--- src/rtl/wb_bus_if_pkg.sv ---
// Shared constants for the OpenMIPS memory-port to Wishbone B3 classic bridge.
// State encodings stay plain 2-bit constants so legacy netlists and probes still match.
package wb_bus_if_pkg;

    localparam logic [1:0] WB_IDLE       = 2'b00;
    localparam logic [1:0] WB_BUSY       = 2'b01;
    localparam logic [1:0] WB_WAIT_STALL = 2'b10;

    localparam int WB_ADDR_W_DEF  = 32;
    localparam int WB_DATA_W_DEF  = 32;
    localparam int WB_TIMEOUT_DEF = 255;

    // The counter must be able to hold TIMEOUT_CYC; a disabled timeout still needs one bit.
    function automatic int cnt_width(input int timeout);
        int w;
        w = $clog2(timeout + 1);
        return (w < 1) ? 1 : w;
    endfunction

endpackage

--- src/rtl/wb_bus_if.sv ---
// Bridges one OpenMIPS ce/we/sel/addr/data memory port onto a Wishbone B3 classic
// master, holding the pipeline stalled until the slave acks, errors or times out.
module wb_bus_if
    import wb_bus_if_pkg::*;
#(
    parameter int ADDR_W      = WB_ADDR_W_DEF,
    parameter int DATA_W      = WB_DATA_W_DEF,
    parameter int TIMEOUT_CYC = WB_TIMEOUT_DEF,
    localparam int SEL_W      = DATA_W / 8
) (
    input  logic              clk,
    input  logic              rst,

    input  logic              cpu_ce_i,
    input  logic              cpu_we_i,
    input  logic [SEL_W-1:0]  cpu_sel_i,
    input  logic [ADDR_W-1:0] cpu_addr_i,
    input  logic [DATA_W-1:0] cpu_data_i,
    output logic [DATA_W-1:0] cpu_data_o,

    input  logic              stall_i,
    input  logic              flush_i,
    output logic              stallreq_o,
    output logic              bus_err_o,

    output logic              wb_cyc_o,
    output logic              wb_stb_o,
    output logic              wb_we_o,
    output logic [SEL_W-1:0]  wb_sel_o,
    output logic [ADDR_W-1:0] wb_adr_o,
    output logic [DATA_W-1:0] wb_dat_o,
    input  logic [DATA_W-1:0] wb_dat_i,
    input  logic              wb_ack_i,
    input  logic              wb_err_i
);

    localparam int              CNT_W    = cnt_width(TIMEOUT_CYC);
    localparam logic [CNT_W-1:0] CNT_LAST = CNT_W'(TIMEOUT_CYC - 1);

    logic [1:0]        state;
    logic [CNT_W-1:0]  cnt;
    logic [DATA_W-1:0] rd_buf;

    logic busy;
    logic tmo;
    logic fin;
    logic fail;

    assign busy = (state == WB_BUSY);
    assign tmo  = (TIMEOUT_CYC != 0) && (cnt == CNT_LAST);
    // Flush outranks every completion source; error and timeout outrank ack.
    assign fin  = busy && !flush_i && (wb_ack_i || wb_err_i || tmo);
    assign fail = fin && (wb_err_i || tmo);

    always_comb begin
        stallreq_o = 1'b0;
        cpu_data_o = '0;
        case (state)
            WB_IDLE: stallreq_o = cpu_ce_i && !flush_i;
            WB_BUSY: begin
                stallreq_o = !flush_i && !fin;
                if (fin && !fail && !wb_we_o)
                    cpu_data_o = wb_dat_i;
            end
            WB_WAIT_STALL: cpu_data_o = rd_buf;
            default: ;
        endcase
    end

    always_ff @(posedge clk or negedge rst) begin
        if (!rst) begin
            state     <= WB_IDLE;
            cnt       <= '0;
            rd_buf    <= '0;
            bus_err_o <= 1'b0;
            wb_cyc_o  <= 1'b0;
            wb_stb_o  <= 1'b0;
            wb_we_o   <= 1'b0;
            wb_sel_o  <= '0;
            wb_adr_o  <= '0;
            wb_dat_o  <= '0;
        end else begin
            bus_err_o <= 1'b0;
            case (state)
                WB_IDLE: begin
                    if (cpu_ce_i && !flush_i) begin
                        state    <= WB_BUSY;
                        cnt      <= '0;
                        wb_cyc_o <= 1'b1;
                        wb_stb_o <= 1'b1;
                        wb_we_o  <= cpu_we_i;
                        wb_sel_o <= cpu_sel_i;
                        wb_adr_o <= cpu_addr_i;
                        wb_dat_o <= cpu_data_i;
                    end
                end
                WB_BUSY: begin
                    cnt <= cnt + CNT_W'(1);
                    if (flush_i || fin) begin
                        wb_cyc_o <= 1'b0;
                        wb_stb_o <= 1'b0;
                        wb_we_o  <= 1'b0;
                        wb_sel_o <= '0;
                    end
                    if (flush_i) begin
                        state <= WB_IDLE;
                    end else if (fin) begin
                        // Keep exactly what the CPU saw in the completion cycle (0 on error/write).
                        rd_buf    <= cpu_data_o;
                        bus_err_o <= fail;
                        state     <= stall_i ? WB_WAIT_STALL : WB_IDLE;
                    end
                end
                WB_WAIT_STALL: begin
                    if (!stall_i || flush_i)
                        state <= WB_IDLE;
                end
                default: state <= WB_IDLE;
            endcase
        end
    end

endmodule
--- config.mk ---
export PLATFORM = sky130hd
export DESIGN_NAME = wb_bus_if
export DESIGN_NICKNAME = d
export VERILOG_FILES = /design/src/rtl/wb_bus_if_pkg.sv /design/src/rtl/wb_bus_if.sv
export SDC_FILE = /design/constraint.sdc
export NUM_CORES = 1
export LEC_CHECK = 0
export ABC_AREA = 1
export ABC_CLOCK_PERIOD_IN_PS = 1700
export BUFFER_PORTS_ARGS = -buffer_cell sky130_fd_sc_hd__buf_4
export CAP_MARGIN = 20
export CORE_MARGIN = 4
export CORE_UTILIZATION = 33
export DETAILED_ROUTE_END_ITERATION = 8
export MAX_ROUTING_LAYER = met4
export REMOVE_ABC_BUFFERS = 1
export SYNTH_ARGS = -nofsm -noshare
export SYNTH_HDL_FRONTEND = slang
export SYNTH_SLANG_ARGS = --single-unit
export TNS_END_PERCENT = 1
--- constraint.sdc ---
create_clock -name clk -period 1.7 [get_ports clk]
set_input_delay 0.255 -clock clk [delete_from_list [all_inputs] [get_ports clk]]
set_output_delay 0.255 -clock clk [all_outputs]
set_load 0.005 [all_outputs]
---- Yosys cells after proc, flatten, opt, wreduce, memory -nomap -nowiden ----
Cells that the tools add are included.
operators by class
  multiplexer cells ....................... 22
  bitwise logic cells ..................... 1
  add/subtract/negate cells ............... 1
  equality and inequality tests ........... 7
  reductions and logical operators ........ 24
operator list
  cell                                                    count
  case mux 32 bit (2 select lines)                        1
  two-way mux 32 bit                                      1
  case mux 8 bit (2 select lines)                         1
  two-way mux 2 bit                                       5
  AND reduction 3 bit                                     3
  adder 8 x 1 -> 8 bit (second input constant)            1
  equality test 8 bit (second input constant)             1
  two-way mux 4 bit                                       2
  two-way mux 8 bit                                       1
  case mux 4 bit (2 select lines)                         1
  logical AND 1 bit                                       7
  two-way mux 1 bit                                       6
  case mux 1 bit (2 select lines)                         3
  case mux 2 bit (3 select lines)                         1
  zero test 1 bit                                         5
  logical OR 1 bit                                        5
  inequality test 2 bit (second input constant)           2
  AND reduction 2 bit                                     2
  inequality test 3 x 2 -> 1 bit (second input constant)  1
  equality test 2 x 1 -> 1 bit (second input constant)    1
  equality test 2 bit (second input constant)             1
  zero test 2 bit                                         1
  inequality test 2 x 1 -> 1 bit (second input constant)  1
  nonzero test 2 bit                                      1
  inverter 1 bit                                          1
word-level totals
  bits of input ports ..................... 108
  output and inout bits ................... 105
  bits in registers ....................... 113

---- Depth between registers and ports, before layout ----
Gate-level depths: netlist of the first run.
  depth in word-level cells ............... 9
  gate-level depth with buffers ........... 12

---- Worst setup path before layout of the first run ----
No wires, ideal clock.
  path kind ............................... reg-to-output
  from .................................... reg cnt[0]
  to ...................................... out cpu_data_o[10]
  path slack .............................. -33 ps
  arrival time ............................ 1478 ps
  buffers on the path ..................... 2
  required time ........................... 1445 ps
  stages on the path, launching flop included .. 11
  cells stage by stage .................... dfrtp_1 > inv_1 > ha_1 > inv_1 > nor2_1 > nand2_2 > a21oi_4 > buf_12 > buf_12 > nand3_2 > a21oi_1
on the way
  cells in the longest elaborated chain, start to end .. 9
  elaborated cells between the ends (all ways) .. 10
RTL lines
  what                                RTL line         text
  from (decl)                         wb_bus_if.sv:41  logic [CNT_W-1:0] cnt;
  from (signal assigned)              wb_bus_if.sv:98  cnt <= cnt + CNT_W'(1);
  equality test 8 bit *               wb_bus_if.sv:50  assign tmo = (TIMEOUT_CYC != 0) && (cnt == CNT_LAST);
  logical OR 1 bit                    wb_bus_if.sv:52  assign fin = busy && !flush_i && (wb_ack_i || wb_err_i || tmo);
  logical AND 1 bit                   wb_bus_if.sv:52
  logical AND 1 bit                   wb_bus_if.sv:53  assign fail = fin && (wb_err_i || tmo);
  zero test 1 bit                     wb_bus_if.sv:62  if (fin && !fail && !wb_we_o)
  logical AND 1 bit * (2 in a row)    wb_bus_if.sv:62
  two-way mux 32 bit *                wb_bus_if.sv:62
  case mux 32 bit (2 select lines) *  wb_bus_if.sv:58  case (state)
  to (decl)                           wb_bus_if.sv:19  output logic [DATA_W-1:0] cpu_data_o,
Mark *: on every way between the ends. The rest lies on a longest branch, timed or not.

---- Worst setup path in the final report of the first run ----
  from .................................... reg cnt[0]
  to ...................................... out cpu_data_o[5]
The elaborated chain is that of the path after synthesis.

==> metrics, run 1 <==
status finished, violations left; failing checks negative setup slack; # setup viols final 65; initial antenna violation count 0; Reg clk slew, reported paths 0.06 ns; top_reg_cell synth dfrtp_1; initial drt markers 311; internal power 8.43 mW; final worst path period need 2.33 ns; Port Buffers 212; Logic pwr share 0.406; wirelength, routed 15,700 um; die footprint 18,700 um^2; clk_skew 0.00754 ns; Netlist cell types 28; reg2reg setup slack -0.29 ns; Final Hold Fails 0; worst path bufs/invs 6; worst reg2reg path depth 15; DR vias 5,154; post-route ant nets 0; WP data required 1.44 ns; worst hold slack 0.0437 ns; slowest stage delay, CP 0.38 ns; critical path depth 12; Setup CP Type reg2out; LEAKAGE 4.60 nW; Post-synth EDFFs 0; reg2reg start cnt[0]; pwr dens 1530 nW/um^2; Nets 1,040; Worst VDD drop 0.827 mV; flops & latches, synth 113; DRT Pass-1 Iters 5; cell count after synthesis 656; vias in the first global route 5,053; crit path launch cnt[0]; switching part of the total 0.348; P_sw 4.51 mW; Die W 137 um; HP Class in2reg; Post-synth top cells nand2_1 (339), dfrtp_1 (113), nand3_1 (48), a21oi_1 (41), nand3_2 (20); Final Worst Setup Slack -0.629 ns; Clock power frac 0.263; DR vias/cell 4.46; DRC violations left 0; Avg Inst Size Synth 8.32 um^2; sequential power share 0.331; Final HPWL DP 10,700 um; crit path DAT 2.07 ns; register area share after synthesis 0.518; CP Capture Type output port; area leader, netlist dfrtp_1; CTS Buf Count 17; crit path to cpu_data_o[5]; synth-to-layout area growth 54.6%; share of cells above drive strength 1 0.395; GRT overflow 0; cell at the slowest stage of the critical path dfrtp_1; worst slack at placement -0.220 ns; top post-synthesis cells by area dfrtp_1 (52%), nand2_1 (23%), nand3_1 (4.4%); Slew headroom 0.740; Max-Cap Viols 0; Root Buffer clkbuf_16; Worst Tran Pin Value 0.391 ns; WL/cell 13.6 um; Ports 213; Rows 46; Top Family by Delay on Critical Path buffers and inverters; Syn. warnings 0; core area 16,100 um^2; Ant. Diodes 0; Max Fclk 429 MHz; max-slew violations 0; Initial Util 0.340; unrepaired setup endpoints after global routing true; Post-Syn Area 5460 um^2; Final Util 0.526; share of the synthesized area in the top cell type 0.518; worst-case clock buffer depth 2; CTS Sinks 113; GRT Overall Usage 0.175; crit share post-route 1.37; Worst Path Max Fanout 6; routability cong. 0.784; CTS tree done; top-count cell post-synth nand2_1; RR Endpoint rd_buf[8]; first-pass GRT wire length 25,200 um; Die Span Y 137 um; Worst setup SP type flip-flop; H-Tree Depth 4; Async S/R FF share, synth 1.00; largest net degree at the start of global routing 65; Clock Latency Late Sink 0.40 ns; Tot Pwr 12.9 mW; worst path cell trace inv_2 -> ha_4 -> inv_2 -> nor2_2 -> nand2_2 -> a21oi_4 -> buf_12 -> buf_12 -> buf_16 -> nand3_2 -> a21oi_2 -> buf_4
[flip-flops by register name, summed over array words and instances (netlist names)]
signal / count
wb_adr_o: 32
cnt: 8
wb_dat_o: 32
wb_stb_o: 1
wb_we_o: 1
state: 2
rd_buf: 32
wb_sel_o: 4
bus_err_o: 1
[cell type report]
type | count | area [um^2]
fillers | 1555 | 7620
flip-flops and latches | 113 | 2830
repair buffers | 291 | 2410
multi-input cells | 485 | 2300
clock buffers | 18 | 429
well taps | 216 | 270
clock inverters | 13 | 140
inverters | 19 | 71.3
[cells by family (layout without fill, tap and decap cells)]
logic type / count (synthesis) / after routing / synth area share
xor gates and xnor gates: 2 / 2 / 0.00321
AOI/OAI and AO/OA: 54 / 54 / 0.0557
adders and majority gates: 5 / 5 / 0.0115
buffers and inverters: 58 / 341 / 0.0820
and+or+nand+nor: 424 / 424 / 0.330
DFF: 113 / 113 / 0.518
[worst reg2reg max path, stage by stage (launching register included)]
cell and delay [ns]:
dfrtp_1 0.38, inv_2 0.08, ha_4 0.12, inv_2 0.03, nor2_2 0.08, nand2_2 0.09
a21oi_4 0.20, buf_12 0.14, buf_12 0.10, buf_16 0.11, buf_4 0.11, buf_4 0.10
inv_2 0.04, buf_12 0.15, nand2_1 0.08, nand2_1 0.06
[worst min path at each step]
stage / start / to / slack [ns] / depth (start not counted)
final: cpu_data_i[26] / wb_dat_o[26] / 0.04 / 3
after global routing: cpu_data_i[26] / wb_dat_o[26] / 0.03 / 3
after CTS: cpu_addr_i[14] / wb_adr_o[14] / 0.02 / 3
after detailed placement: rst / wb_dat_o[26] / 0.21 / 1
after global placement: rst / wb_dat_o[26] / 0.21 / 1
after floorplan: rst / bus_err_o / -0.04 / 0
[power groups by stage]
stage	Sequential (mW)	Combinational, mW	Clock, mW
6_report	4.29	5.25	3.40
4_1_cts	4.29	5.31	3.48
3_5_place_dp	4.27	5.01	0
5_1_grt	4.42	5.84	3.61
2_1_floorplan	4.32	1.89	0
3_3_place_gp	4.29	4.98	0
[layout by cell type (no fill, tap or decap), drive strengths merged, types with 4 or more instances in the layout]
cell type,n
a21oi,42
a22o,5
buf,289
clkbuf,18
clkinv,6
clkinvlp,4
dfrtp,113
ha,5
inv,20
nand2,341
nand3,68
nor2,10
o21ai,5
[routing by layer]
metal / global-route usage / up-vias / routed length [um]
met4: 0.0554 / 0 / 216
li1: - / 2621 / -
met3: 0.0607 / 16 / 1560
met5: - / - / 0
met2: 0.252 / 209 / 6770
met1: 0.232 / 2308 / 7130
[timing repair]
| action | 4_1_cts | 5_1_grt |
|---|---|---|
| resized for setup | 24 | 6 |
| pin swaps | 5 | 4 |
| setup buffers | 7 | 0 |
| gates cloned | 3 | 0 |
| hold endpoints to repair | 26 | 0 |
| hold buffers | 1 | 0 |
| endpoints found under the setup margin | 139 | 139 |
[stage by stage]
step	TNS (ns)	cells	cell area (um^2)
finish	-26.77	1155	8440
global route	-35.84	1155	8440
CTS	-28.01	1155	8420
detailed placement	-13.67	1113	7580
global placement	-14.40	1113	7580
floorplan	-410.18	617	5080
Power figures use the tool's default switching activity.
==> run 2, diff against run 1 <==
ABC_AREA = unset   (was 1)
CORE_MARGIN = 2   (was 4)
SKIP_LAST_GASP = 1   (was unset)
==> run 2 against run 1 <==
  * The flow still finishes with violations (negative setup slack)
  * Combinational power is 22% lower
  * Worst setup slack gained 0.030 ns
  * First-iteration DRC count shrank 52%
  * Worst hold slack got worse by 0.0076 ns
  * Utilization is 0.72 points lower
  * Register-to-register slack gained 0.17 ns
  * Global-route usage grew 0.35 points
  * Area after synthesis fell by 11%
  * Count of clock-buffer cells in the layout is 5 higher
  * Via count is 17% lower
  * Synthesized cell count shrank 28%
  * Routed wire length is 16% lower
==> metrics, run 2 <==
register area share after synthesis 0.584 (was 0.518); crit share post-route 1.35 (was 1.37); Max Fclk 435 MHz (was 429 MHz); WP data required 1.44 ns (about the same); pwr dens 1650 nW/um^2 (was 1530 nW/um^2); post-route ant nets 0 (unchanged); Fillers 1,328 (was 1,555); CTS tree done (unchanged); core area 14,400 um^2 (was 16,100 um^2); share of cells above drive strength 1 0.456 (was 0.395); Worst Path Max Fanout 48 (was 6); crit path DAT 2.04 ns (was 2.07 ns); H-Tree Depth 4 (unchanged); Syn. warnings 0 (unchanged); CTS Sinks 113 (unchanged); clk_skew 0.00982 ns (was 0.00754 ns); most frequent cells in the layout buf_4 (239), nand2_1 (199), dfrtp_1 (113) (was nand2_1 (336), buf_4 (274), dfrtp_1 (113)); Final Hold Fails 0 (unchanged); share of the synthesized area in the top cell type 0.584 (was 0.518); Nets 821 (was 1,040); top_reg_cell synth dfrtp_1 (unchanged); WL/cell 14.6 um (was 13.6 um); Worst VDD drop 0.758 mV (was 0.827 mV); Clock Latency Late Sink 0.40 ns (about the same); Die W 125 um (was 137 um); post-place instance area 6850 um^2 (was 7580 um^2); Ports 213 (unchanged); Finished Cell Area 7480 um^2 (was 8440 um^2); Rows 44 (was 46); worst path cell trace inv_1 -> ha_1 -> and2b_2 -> nand4b_4 -> nor3_4 -> buf_12 -> a22o_1 -> buf_4 (was inv_2 -> ha_4 -> inv_2 -> nor2_2 -> nand2_2 -> a21oi_4 -> buf_12 -> buf_12 -> buf_16 -> nand3_2 -> a21oi_2 -> buf_4); GRT Overall Usage 0.179 (was 0.175); internal power 8.68 mW (was 8.43 mW); area leader, netlist dfrtp_1 (unchanged); top post-synthesis cells by area dfrtp_1 (58%), nand2_1 (15%), a22o_2 (9.7%) (was dfrtp_1 (52%), nand2_1 (23%), nand3_1 (4.4%)); slowest stage delay, CP 0.38 ns (about the same); Tot Pwr 12.3 mW (was 12.9 mW); Final Worst Setup Slack -0.599 ns (was -0.629 ns); die footprint 15,600 um^2 (was 18,700 um^2); top-count cell post-synth nand2_1 (unchanged); Max-Cap Viols 0 (unchanged); P_sw 3.65 mW (was 4.51 mW); cell count after synthesis 471 (was 656); largest net degree at the start of global routing 64 (was 65); Setup CP Type reg2out (unchanged); DRC violations left 0 (unchanged); failing checks negative setup slack (unchanged); Final HPWL DP 9480 um (was 10,700 um); initial antenna violation count 0 (unchanged); HP Class in2reg (unchanged); unrepaired setup endpoints after global routing true (unchanged); Initial Util 0.335 (was 0.340); Post-synth top cells nand2_1 (199), dfrtp_1 (113), a22o_2 (47), a22o_1 (22), nor2_1 (10) (was nand2_1 (339), dfrtp_1 (113), nand3_1 (48), a21oi_1 (41), nand3_2 (20)); DR vias/cell 4.70 (was 4.46); post-CTS setup buffer count 0 (was 7); max-slew violations 0 (unchanged); Clock power frac 0.299 (was 0.263); cell at the slowest stage of the critical path dfrtp_1 (unchanged); status finished, violations left (unchanged); initial drt markers 149 (was 311); Netlist cell types 40 (was 28); Worst Tran Pin Value 0.307 ns (was 0.391 ns); Post-Syn Area 4840 um^2 (was 5460 um^2); Port Buffers 212 (unchanged); Async S/R FF share, synth 1.00 (unchanged); sequential power share 0.369 (was 0.331); Logic pwr share 0.332 (was 0.406); worst path bufs/invs 3 (was 6); biggest regs rd_buf x32, wb_adr_o x32, wb_dat_o x32 (unchanged); CP Capture Type output port (unchanged); # setup viols final 70 (was 65); vias in the first global route 4,500 (was 5,053); Avg Inst Size Synth 10.3 um^2 (was 8.32 um^2); synth-to-layout area growth 54.6% (about the same); Reg clk slew, reported paths 0.05 ns (was 0.06 ns); Ant. Diodes 0 (unchanged); Post-synth EDFFs 0 (unchanged); first-pass GRT wire length 21,800 um (was 25,200 um); routability cong. 0.828 (was 0.784); switching part of the total 0.296 (was 0.348); Slew headroom 0.795 (was 0.740); CTS Buf Count 17 (unchanged); Root Buffer clkbuf_16 (unchanged); Worst setup SP type flip-flop (unchanged); Die Span Y 125 um (was 137 um); LEAKAGE 4.01 nW (was 4.60 nW); Resized cells post-CTS 0 (was 24); flops & latches, synth 113 (unchanged); Final Util 0.518 (was 0.526); most common cell after layout, fill and taps aside buf_4 (was nand2_1); DR vias 4,257 (was 5,154); Top Family by Delay on Critical Path simple AND/OR/NAND/NOR gates (was buffers and inverters); worst-case clock buffer depth 2 (unchanged); final worst path period need 2.30 ns (was 2.33 ns); wirelength, routed 13,200 um (was 15,700 um); DRT Pass-1 Iters 4 (was 5); GRT overflow 0 (unchanged)
## run 2: changes by cell type in the layout (fill, tap and decap cells not counted), sizes merged, moves of 2 or more
cell,previous run,this run
inv,20,4
a22o,5,69
or4,0,2
a21oi,42,3
xnor2,0,2
or2b,0,2
clkinv,6,1
bufinv,2,4
buf,289,246
clkbuf,18,23
nand2,341,199
o21ai,5,7
nand3,68,4
## run 2: layer usage
layer  global-route usage  routed length (um)  share of wire  vias up
met4               0.0745                 223          0.017        0
met2                0.262                5850           0.44      182
li1                     -                   -              -     2063
met1                0.221                5950           0.45     1995
met3               0.0693                1170          0.089       17
met5                    -                   0              0        -
## run 2: worst register-to-register path, cell delays in order, from the launching register on
cell	delay [ns]
dfrtp_1	0.38
inv_1	0.09
ha_1	0.16
buf_4	0.14
or2b_1	0.25
nor2_1	0.18
o31ai_4	0.11
buf_12	0.17
a22o_2	0.23
## run 2: path summary, 6_finish.rpt
path | startpoint | endpoint | slack [ns] | cells past startpoint
max | state[1] | cpu_data_o[26] | -0.60 | 8
min | cpu_data_i[5] | wb_dat_o[5] | 0.04 | 3
max reg2reg | state[1] | rd_buf[20] | -0.12 | 8
min reg2reg | wb_dat_o[29] | wb_dat_o[29] | 0.47 | 2
max in group asynchronous | rst | rd_buf[20] | 0.87 | 3
min in group asynchronous | rst | state[1] | 0.27 | 2
## run 2: cells by family after synthesis
family	after synthesis	share of synthesized area
AND/OR/NAND/NOR	230	0.197
flip-flops	113	0.584
AO/OA/AOI/OAI	86	0.160
buffers and inverters	33	0.0378
adder cells (fa/ha/maj)	5	0.0129
XOR/XNOR	3	0.00543
multiplexers	1	0.00233
## run 2: timing repair
action / CTS / global route
endpoints found under the setup margin: 74 / 78
endpoints found under the hold margin: 12 / 0
hold buffers: 1 / 0
## run 2: layout make-up
type	count	area (um^2)	area share
timing repair buffer	247	1940	0.260
tap	184	230	0.0308
clock inverter	9	155	0.0207
sequential	113	2830	0.378
inverter	4	15.0	0.00201
multi-input combinational	325	1840	0.246
clock buffer	23	468	0.0626
## run 2: per-stage QoR
stage | TNS [ns] | cells | hold WS, ns | worst slack [ns]
4_1_cts | -23.32 | 905 | 0.0138 | -0.616
3_3_place_gp | -4.62 | 872 | 0.138 | -0.0997
5_1_grt | -32.07 | 905 | 0.0188 | -0.742
3_5_place_dp | -8.31 | 872 | 0.136 | -0.175
2_1_floorplan | -115.11 | 442 | -0.0406 | -1.44
6_report | -22.37 | 905 | 0.0361 | -0.599
## run 2: power by group through the flow
stage	registers, mW	logic [mW]	clock network [mW]
floorplan	4.57	1.57	0
global placement	4.54	4.07	0
detailed placement	4.53	4.16	0
CTS	4.55	4.15	3.78
global route	4.70	4.55	3.93
finish	4.55	4.10	3.68
==> run 3, diff against run 2 <==
ABC_CLOCK_PERIOD_IN_PS = 2900   (was 1700)
clock period = 2.9 ns   (was 1.7 ns; I/O delays follow)
==> run 3 against run 2 <==
  * The run now ends clean
  * First-iteration DRC count fell by 6.0%
  * Combinational power fell by 46%
  * Die area did not move
  * Non-clock buffer count fell by 23
  * Utilization fell by 1.9 points
  * Worst hold slack improved by 0.18 ns
  * Register-to-register slack improved by 0.89 ns
  * Cell count fell by 2.5%
  * Largest power group unchanged
==> metrics, run 3 (same netlist as run 2, synthesis figures left out) <==
Fillers 1,325 (was 1,328); reg2reg setup slack 0.77 ns (was -0.12 ns); Nets 798 (was 821); Worst Tran Pin Value 0.592 ns (was 0.307 ns); die footprint 15,600 um^2 (unchanged); largest net degree at the start of global routing 64 (unchanged); reg2reg start state[0] (was state[1]); footprint of the multi-input gates 1840 um^2 (unchanged); CTS Buf Count 17 (unchanged); RR Endpoint rd_buf[22] (was rd_buf[20]); # setup viols final 0 (was 70); H-Tree Depth 4 (unchanged); DR vias 4,166 (was 4,257); WL/cell 15.0 um (was 14.6 um); core area 14,400 um^2 (unchanged); crit path to cpu_data_o[28] (was cpu_data_o[26]); Initial Util 0.335 (unchanged); Max-Cap Viols 0 (unchanged); crit path launch state[1] (unchanged); Worst Path Max Fanout 38 (was 48); HP Class in2reg (unchanged); worst hold stages 3 (unchanged); wirelength, routed 13,200 um (about the same); Ant. Diodes 0 (unchanged); M2 GR Usage 0.251 (was 0.262); most common cell after layout, fill and taps aside buf_4 (unchanged); Final Worst Setup Slack 0.253 ns (was -0.599 ns); crit share post-route 0.913; worst-case clock buffer depth 2 (unchanged); GRT Overall Usage 0.178 (was 0.179); CTS Sinks 113 (unchanged); first-pass GRT wire length 21,600 um (was 21,800 um); Setup CP Type reg2out (unchanged); Reg clk slew, reported paths 0.05 ns (about the same); Slew headroom 0.605 (was 0.795); status finished, final reports clean (was finished, violations left); DRT Pass-1 Iters 5 (was 4); Max Fclk 378 MHz; Cell Count, Final, Fillers Out 882 (was 905); Worst setup SP type flip-flop (unchanged); global routing usage on met1 0.236 (was 0.221); initial antenna violation count 0 (unchanged); biggest regs rd_buf x32, wb_adr_o x32, wb_dat_o x32 (unchanged); share of cells above drive strength 1 0.440 (was 0.456); Die Span Y 125 um (unchanged); Port Buffers 212 (unchanged); worst slack at placement 0.597 ns (was -0.175 ns); crit path DAT 2.21 ns (was 2.04 ns); routability cong. 0.832 (was 0.828); unrepaired setup endpoints after global routing false (was true); clk_skew 0.00587 ns (was 0.00982 ns); CTS tree done (unchanged); pwr dens 972 nW/um^2 (was 1650 nW/um^2); initial drt markers 140 (was 149); final worst path period need 2.65 ns; Worst VDD drop 0.421 mV (was 0.758 mV); Inst Count DP 849 (was 872); Root Buffer clkbuf_16 (unchanged); met3 GRT Util 0.0578 (was 0.0693); Final HPWL DP 9340 um (was 9480 um); Ports 213 (unchanged); DR vias/cell 4.72 (was 4.70); grt peak-use layer met2 (unchanged); Die W 125 um (unchanged); Final Hold Fails 0 (unchanged); vias in the first global route 4,226 (was 4,500); post-route ant nets 0 (unchanged); worst reg2reg path depth 8 (unchanged); DRC violations left 0 (unchanged); GRT overflow 0 (unchanged); most frequent cells in the layout buf_4 (221), nand2_1 (199), dfrtp_1 (113) (was buf_4 (239), nand2_1 (199), dfrtp_1 (113)); Clock Latency Late Sink 0.40 ns (about the same); CP Capture Type output port (unchanged); Reg area 2830 um^2 (unchanged); WP data required 2.47 ns (was 1.44 ns); synth-to-layout area growth 49.0% (was 54.6%); Rows 44 (unchanged); post-CTS setup buffer count 0 (unchanged); max-slew violations 0 (unchanged); LEAKAGE 3.87 nW (was 4.01 nW)
-- run 3: cell types whose count changed in the layout (fill, tap and decap cells not counted), sizes merged --
cell,before,now
buf,246,223
clkbuf,23,22
clkinvlp,4,2
bufinv,4,3
clkinv,1,5
-- run 3: per-stage QoR --
step	util	TNS (ns)	power [mW]	cell area, um^2	hold WS [ns]
6_report	0.500	0	7.00	7210	0.216
5_1_grt	0.500	0	7.49	7210	0.205
4_1_cts	0.500	0	7.08	7210	0.195
3_5_place_dp	0.457	0	4.94	6600	0.252
3_3_place_gp	0.457	0	4.89	6600	0.249
2_1_floorplan	-	-1.34	3.60	4670	0.139
-- run 3: how the worst min path moves through the flow --
stage | slack (ns) | endpoint | start
floorplan | 0.14 | bus_err_o | rst
finish | 0.22 | wb_dat_o[14] | cpu_data_i[14]
global placement | 0.25 | rd_buf[1] | rst
CTS | 0.19 | wb_adr_o[31] | cpu_addr_i[31]
global route | 0.20 | wb_adr_o[2] | cpu_addr_i[2]
detailed placement | 0.25 | rd_buf[31] | rst
-- run 3: final cells by class --
type                       instances  share of cell area
tap                              184              0.0319
clock buffer                      22              0.0644
multi-input combinational        325               0.255
clock inverter                    10              0.0186
inverter                           4             0.00208
timing repair buffer             224               0.236
sequential                       113               0.392
-- run 3: repair_timing --
item / in CTS / in global routing
endpoints found under the hold margin: 4 / 0
hold buffers: 1 / 0
resized for setup: 0 / 1
endpoints found under the setup margin: 0 / 2
-- run 3: critical path: stages (launching register included) --
cell	delay, ns
dfrtp_1	0.39
inv_1	0.08
ha_1	0.24
and2b_2	0.22
nand4b_4	0.12
nor3_4	0.13
buf_6	0.28
a22o_2	0.21
buf_4	0.11
-- run 3: routing by layer --
layer,up-vias,part of all wire
met5,-,0
met4,0,0.027
met3,32,0.089
met2,194,0.43
met1,1921,0.46
li1,2019,-
-- run 3: power by group --
group,total [mW],switching [mW],internal (mW)
sequential,2.70,0.433,2.27
clock,2.08,0.692,1.39
combinational,2.22,1.01,1.21
total,7.00,2.14,4.87
